==> src/rtl/adma_dm_dst_axis.sv <==
// Descriptor FIFO: in-order queue of {id, len, tdest} records feeding the stream formatter.
// Latency: a pushed entry is visible at the head on the next cycle; the head is read combinationally.
// Backpressure: o_full blocks pushes (even when a pop happens in the same cycle); pops only when non-empty.
module adma_dm_dst_axis_fifo #(
  parameter int W     = 8,
  parameter int DEPTH = 4
) (
  input  logic         i_clk,
  input  logic         i_rst,
  input  logic         i_push,
  input  logic [W-1:0] i_dat,
  input  logic         i_pop,
  output logic         o_full,
  output logic         o_empty,
  output logic [W-1:0] o_dat
);
  localparam int AW = $clog2(DEPTH);
  localparam logic [AW:0] PTR_ONE = {{AW{1'b0}}, 1'b1};

  logic [AW:0]  r_wptr;
  logic [AW:0]  r_rptr;
  logic [W-1:0] r_mem [DEPTH];

  // Read/write pointers carry one extra wrap bit to tell full from empty.
  always_ff @(posedge i_clk or posedge i_rst) begin
    if (i_rst) begin
      r_wptr <= '0;
      r_rptr <= '0;
    end else begin
      if (i_push) r_wptr <= r_wptr + PTR_ONE;
      if (i_pop)  r_rptr <= r_rptr + PTR_ONE;
    end
  end

  // Storage needs no reset: the pointers define which entries are live.
  always_ff @(posedge i_clk) begin
    if (i_push) r_mem[r_wptr[AW-1:0]] <= i_dat;
  end

  assign o_full  = (r_wptr[AW] != r_rptr[AW]) && (r_wptr[AW-1:0] == r_rptr[AW-1:0]);
  assign o_empty = (r_wptr == r_rptr);
  assign o_dat   = r_mem[r_rptr[AW-1:0]];
endmodule

// Destination datamover: tags DMA data beats with descriptor TID/TDEST, generates TLAST and completions.
// Latency: an accepted data beat appears on the AXI-Stream master one cycle later; full throughput.
// Backpressure: atx_wdata_rdy follows m_tready_i combinationally; stalls freeze counter and descriptor pops.
module adma_dm_dst_axis #(
  parameter int DMA_CHN_NUM      = 4,
  parameter int ATX_DST_DATA_W   = 256,
  parameter int ATX_DST_BYTE_AMT = ATX_DST_DATA_W / 8,
  parameter int DST_TDEST_W      = 2,
  parameter int MST_ID_W         = 5,
  parameter int ATX_LEN_W        = 8,
  parameter int ATX_NUM_OSTD     = DMA_CHN_NUM
) (
  input  logic                        aclk,
  input  logic                        areset,
  input  logic [MST_ID_W-1:0]         atx_awid,
  input  logic [ATX_LEN_W-1:0]        atx_awlen,
  input  logic [DST_TDEST_W-1:0]      atx_tdest,
  input  logic                        atx_vld,
  output logic                        atx_rdy,
  input  logic [ATX_DST_DATA_W-1:0]   atx_wdata,
  input  logic                        atx_wdata_vld,
  output logic                        atx_wdata_rdy,
  output logic                        atx_done,
  output logic [MST_ID_W-1:0]         atx_done_id,
  output logic [MST_ID_W-1:0]         m_tid_o,
  output logic [DST_TDEST_W-1:0]      m_tdest_o,
  output logic [ATX_DST_DATA_W-1:0]   m_tdata_o,
  output logic [ATX_DST_BYTE_AMT-1:0] m_tkeep_o,
  output logic [ATX_DST_BYTE_AMT-1:0] m_tstrb_o,
  output logic                        m_tlast_o,
  output logic                        m_tvalid_o,
  input  logic                        m_tready_i
);
  localparam int DESC_W = MST_ID_W + ATX_LEN_W + DST_TDEST_W;

  logic                      w_full;
  logic                      w_empty;
  logic                      w_push;
  logic                      w_pop;
  logic                      w_acc;
  logic                      w_last_beat;
  logic [DESC_W-1:0]         w_head;
  logic [MST_ID_W-1:0]       w_head_id;
  logic [ATX_LEN_W-1:0]      w_head_len;
  logic [DST_TDEST_W-1:0]    w_head_tdest;

  logic [ATX_LEN_W-1:0]      r_cnt;
  logic                      r_tvalid;
  logic                      r_tlast;
  logic [MST_ID_W-1:0]       r_tid;
  logic [DST_TDEST_W-1:0]    r_tdest;
  logic [ATX_DST_DATA_W-1:0] r_tdata;

  // Ready is decided from the occupancy at the start of the cycle, so a full FIFO
  // never accepts a descriptor in the same cycle it pops one.
  assign atx_rdy = !areset && !w_full;
  assign w_push  = atx_vld && atx_rdy;

  adma_dm_dst_axis_fifo #(
    .W     (DESC_W),
    .DEPTH (ATX_NUM_OSTD)
  ) u_desc_fifo (
    .i_clk   (aclk),
    .i_rst   (areset),
    .i_push  (w_push),
    .i_dat   ({atx_awid, atx_awlen, atx_tdest}),
    .i_pop   (w_pop),
    .o_full  (w_full),
    .o_empty (w_empty),
    .o_dat   (w_head)
  );

  assign {w_head_id, w_head_len, w_head_tdest} = w_head;

  // A beat is only taken when a descriptor exists to tag it and the output slot frees this cycle.
  assign atx_wdata_rdy = !w_empty && (!r_tvalid || m_tready_i);
  assign w_acc         = atx_wdata_vld && atx_wdata_rdy;
  // Compare before increment so len = all-ones never wraps into an early TLAST.
  assign w_last_beat   = (r_cnt == w_head_len);
  assign w_pop         = w_acc && w_last_beat;

  // Beat counter within the current transaction; restarts when the last beat is accepted.
  always_ff @(posedge aclk or posedge areset) begin
    if (areset) begin
      r_cnt <= '0;
    end else if (w_acc) begin
      r_cnt <= w_last_beat ? '0 : r_cnt + {{(ATX_LEN_W-1){1'b0}}, 1'b1};
    end
  end

  // Single output stage: load on accept, drop valid once drained, otherwise hold the payload.
  always_ff @(posedge aclk or posedge areset) begin
    if (areset) begin
      r_tvalid <= 1'b0;
      r_tlast  <= 1'b0;
      r_tid    <= '0;
      r_tdest  <= '0;
      r_tdata  <= '0;
    end else if (w_acc) begin
      r_tvalid <= 1'b1;
      r_tlast  <= w_last_beat;
      r_tid    <= w_head_id;
      r_tdest  <= w_head_tdest;
      r_tdata  <= atx_wdata;
    end else if (m_tready_i) begin
      r_tvalid <= 1'b0;
    end
  end

  assign m_tvalid_o  = r_tvalid;
  assign m_tlast_o   = r_tlast;
  assign m_tid_o     = r_tid;
  assign m_tdest_o   = r_tdest;
  assign m_tdata_o   = r_tdata;
  assign m_tkeep_o   = {ATX_DST_BYTE_AMT{r_tvalid}};
  assign m_tstrb_o   = {ATX_DST_BYTE_AMT{r_tvalid}};

  // Completion coincides with the downstream handshake of the TLAST beat.
  assign atx_done    = r_tvalid && m_tready_i && r_tlast;
  assign atx_done_id = atx_done ? r_tid : '0;
endmodule

==> config.mk <==
export PLATFORM = sky130hd
export DESIGN_NAME = adma_dm_dst_axis
export DESIGN_NICKNAME = d
export VERILOG_FILES = /design/src/rtl/adma_dm_dst_axis.sv
export SDC_FILE = /design/constraint.sdc
export NUM_CORES = 1
export LEC_CHECK = 0
export ABC_AREA = 1
export BUFFER_PORTS_ARGS = -buffer_cell sky130_fd_sc_hd__buf_2
export CAP_MARGIN = 20
export CORE_AREA = 5 5 236 238
export CTS_CLUSTER_SIZE = 14
export DETAILED_ROUTE_END_ITERATION = 7
export DIE_AREA = 0 0 241 243
export PLACE_DENSITY_LB_ADDON = 0.12
export SYNTH_ARGS = -nofsm -noshare
export SYNTH_HDL_FRONTEND = slang
export SYNTH_SLANG_ARGS = --single-unit
==> constraint.sdc <==
create_clock -name aclk -period 13.4 [get_ports aclk]
set_input_delay 2.68 -clock aclk [delete_from_list [all_inputs] [get_ports aclk]]
set_output_delay 2.68 -clock aclk [all_outputs]
set_load 0.005 [all_outputs]
# Word-level counts from Yosys, hierarchy flattened
# Memories as Yosys holds them, arrays and structs flattened.
# Cells that the tools add are included.
dict set report word_totals {
  ramBits 60
  in_bits 276
  memories 1
  word_cells 36
  regBits 279
}
# name words word_bits read_ports rd_clocked_by_memory_dff wr line
set mem_list {}
lappend mem_list {u_desc_fifo.r_mem 4 15 1 0 1 22} ;# logic [W-1:0] r_mem [DEPTH];
dict set report op_classes {
  n_mux 6
  add_sub_neg 3
  n_reduce_logical 14
  eq_ne 4
}
# cell n
set op_table {}
lappend op_table {{adder 8 x 1 -> 8 bit (second input constant)} 1}
lappend op_table {{equality test 8 bit} 1}
lappend op_table {{logical AND 1 bit} 8}
lappend op_table {{two-way mux 8 bit} 1}
lappend op_table {{adder 3 x 1 -> 3 bit (second input constant)} 2}
lappend op_table {{two-way mux 5 bit} 1}
lappend op_table {{logical NOT 1 bit} 4}
lappend op_table {{two-way mux 1 bit} 4}
lappend op_table {{equality test 3 bit} 1}
lappend op_table {{equality test 2 bit} 1}
lappend op_table {{nonzero test 2 bit} 1}
lappend op_table {{logical OR 1 bit} 1}
lappend op_table {{inequality test 1 bit} 1}

# Longest topological paths before layout
dict set report depth {
  word_depth 7
  depth_mapped 13
  mapped_depth_nobuf 11
}

# Modules after synthesis
# From an unflattened synthesis, not the netlist that was laid out.
dict set report unflattened {
  hier_cells 1511
  area_unflattened_um2 13932.1
}
# mod area_each_um2 cells_each seq_area_each_um2 instances
set by_module_without_submodules {}
lappend by_module_without_submodules {adma_dm_dst_axis 11145.7 1293 6831.6 1}
lappend by_module_without_submodules {adma_dm_dst_axis_fifo 2786.4 218 1951.9 1}

# Least setup slack after synthesis
# OpenSTA, ideal clock, no wires.
dict set report synth_timing {
  path_kind {in2out}
  start {input areset}
  end {output atx_rdy}
  path_buffers 0
  arrival_time_ns 8.800
  slack_ns 1.920
  required_time_ns 10.720
  cell_stages 3
  path_cell_list {inv_1 -> nand2_1 -> inv_1}
}
dict set report synth_between {
  elab_chain_cells 2
}
# item line
set synth_lines {}
lappend synth_lines {{start, declared} 58} ;# input logic areset,
lappend synth_lines {{logical NOT 1 bit (no line)} n/a}
lappend synth_lines {{logical AND 1 bit} 100} ;# assign atx_rdy = !areset && !w_full;
lappend synth_lines {{end, declared} 63} ;# output logic atx_rdy,
# Every way passes these cells.

# Worst setup path in the final report
# Ends and elaborated chain as after synthesis.

==> results.ini <==
[outcome]
status = finished clean

[global_route]
grt_pass1_vias = 11460
grt_max_degree = 111
track_usage_pct = 15.9
grt_pass1_wl_um = 72700
grt.overflow.total = 0
antenna_found_initial = 21

[critical_path]
reg2reg_from = u_desc_fifo.r_rptr[0]
crit_slowest_cell = inv_8
path_delay_family = buffers and inverters
cp.required_ns = 10.72
path_common_cell = buf_2
cp-end-kind = primary output
reg2reg_slack_ns = 10.11
cp-start-kind = primary input
path_buf_inv = 4
cp-startpoint = areset
crit_arrival_ns = 3.49
crit_chain = buf_2, inv_8, nand2_1, inv_1, buf_2
critPathKind = primary input to primary output
worstPathMaxFanout = 63
slowest_delay_ns = 0.35

[clock_network]
cts_made_buffers = 41
cts_tree = done
htreeDepth = 2
cts_setup_buffers = 0
cts_buffer_depth = 3
clkTransAtPathRegs_ns = 0.05
cts-root-buf = clkbuf_16
cts.sink_count = 339
hold_buffers = 0
cts_resized = 0
insertion_delay_ns = 0.56

[route]
routedWlPerCell_um = 17.8
drt_first_pass_iters = 4
routed_wl_um = 49300
via_per_inst = 4.10
drtAntennaViolNets = 0
initialDrtViolationCount = 513
via_count = 11337
route.detailed.drc = 0

[layout]
areaGrowthSynthToFinish_pct = 32.2
nFillCells = 5677
final_nets = 2308
layout-drive-gt1-share_pct = 34.4
layout_commonest_cell = nand2_1
stdcell_area_sq_um = 18400
final_cell_mix = nand2_1 (868), buf_2 (612), dfrtp_1 (279), edfxtp_1 (60), clkbuf_16 (43)

[power]
p_int_mw = 2.51
p_switching_mw = 1.28
seq_power_share_pct = 40.8
combPwrFrac_pct = 29.1
switching_share_pct = 33.7
p_per_area_nw_per_um2 = 206
p_leak_nw = 10.2
pwr-share-clk_pct = 30.1
ir_worst_vdd_mv = 0.0837

[sta]
setup_ws_ns = 7.23
worst_slew_pin_slew_ns = 1.07
slew_viol_final = 0
finalCritPeriodShare_pct = 46.0
fin_setup_tns_ns = 0
setup_viol = 0
fin_crit_ns = 6.17
hold_ws_ns = 0.470
max_freq_ghz = 0.162
relSlewSlack_pct = 28.6
hold_violations = 0
rsz0062_at_grt = false
finClkSkew_ns = 0.0248

[logic_synthesis]
postSynthNetCount = 1773
synth_cell_types = 26
synth-edff-count = 60
yosysWarnings = 0
synth-async-reset-ratio_pct = 82.3
netlist_area_sq_um = 13900
syn_inst = 1491
avgSynthCellArea_sq_um = 9.32
seq_area_frac_synth_pct = 63.2
synth_seq_cells = 339
yosys_most_used_dff = dfrtp_1

[placed_design]
dpl_worst_slack_ns = 7.16
hpwlAfterDp_um = 35300
numPortBuffers = 612
placed_area_sq_um = 17000
gp_congestion = 0.813

[floorplan]
start_util_pct = 26.0
die_w_um = 241
row_count = 85
die_height_um = 243
dieArea_sq_um = 58600
core_area_sq_um = 53400
io_pins = 613

[job]
max_cap_violations = 0

[hold_path]
hold_start = m_tdata_o[158]
worstHoldPathType = flop to flop

## tightest hold or removal path, delay by kind of cell, from the launching register on
family	cells	cell delay (ns)
flip-flops	1	0.33
AND/OR/NAND/NOR	2	0.10
## worst paths after layout
path	end	depth (start not counted)
setup / recovery	atx_rdy	5
hold / removal	m_tdata_o[158]	2
setup reg to reg	m_tdata_o[146]	8
hold reg to reg	m_tdata_o[158]	2
max in group asynchronous	m_tdata_o[110]	4
min in group asynchronous	m_tdata_o[167]	2
## cell type report
cell class	count	area, sq um	area share (%)
sequential	339	8780	47.8
multi-input combinational	983	3990	21.7
timing repair buffer	625	3160	17.2
clock buffer	62	1240	6.73
tap	696	871	4.74
clock inverter	13	154	0.837
inverter	36	153	0.831
antenna	13	32.5	0.177
## power by group through the flow
stage                     combinational (mW)  sequential (mW)  clock, mW
after floorplan                        0.579             1.59          0
after detailed placement                1.14             1.56          0
final                                   1.10             1.55       1.14
after global routing                    1.25             1.59       1.22
after CTS                               1.14             1.55       1.18
after global placement                  1.13             1.56          0
## routing by layer
layer / wire (um) / GRT usage, %
met2: 24100 / 26.7
met4: 1320 / 5.58
met5: 59 / 0
met1: 20300 / 19.5
met3: 3550 / 4.80
## synthesized netlist by cell type, types with 2 or more instances
library cell / instances / area, sq um
buf_4: 73 / 548
inv_1: 33 / 124
dfrtp_1: 279 / 6980
nand3_2: 5 / 50.1
buf_6: 26 / 293
nor2_1: 27 / 101
xnor2_2: 2 / 32.5
clkbuf_1: 2 / 7.51
o21ai_0: 19 / 95.1
ha_1: 6 / 75.1
nand3_1: 28 / 140
edfxtp_1: 60 / 1800
inv_2: 2 / 7.51
buf_2: 32 / 160
nand2_1: 868 / 3260
xor2_1: 8 / 70.1
nand4_1: 5 / 31.3
o22ai_1: 7 / 43.8
nor2_4: 2 / 22.5
## metrics by stage
step / utilization (%) / power [mW] / instances
after global placement: 31.8 / 2.69 / 2679
after global routing: 34.4 / 4.06 / 2766
final: 34.4 / 3.79 / 2767
after CTS: 34.4 / 3.87 / 2754
after detailed placement: 31.8 / 2.70 / 2679
after floorplan: - / 2.17 / 1491
## sequential cells by signal, indices dropped and copies added, names as in the netlist, 2 cells and up
name and count:
m_tdata_o 256, u_desc_fifo.r_mem 60, m_tdest_o 2, r_cnt 8
m_tid_o 5, u_desc_fifo.r_wptr 3, u_desc_fifo.r_rptr 3
## cells by family after synthesis
group,count (synthesis),synth area share [%]
simple gates,939,26.2
flops,339,63.2
xor+xnor,11,0.801
compound gates,27,1.04
fa+ha+maj,6,0.540
buf+inv,169,8.25
No activity file was read; power rests on OpenSTA's default activity.
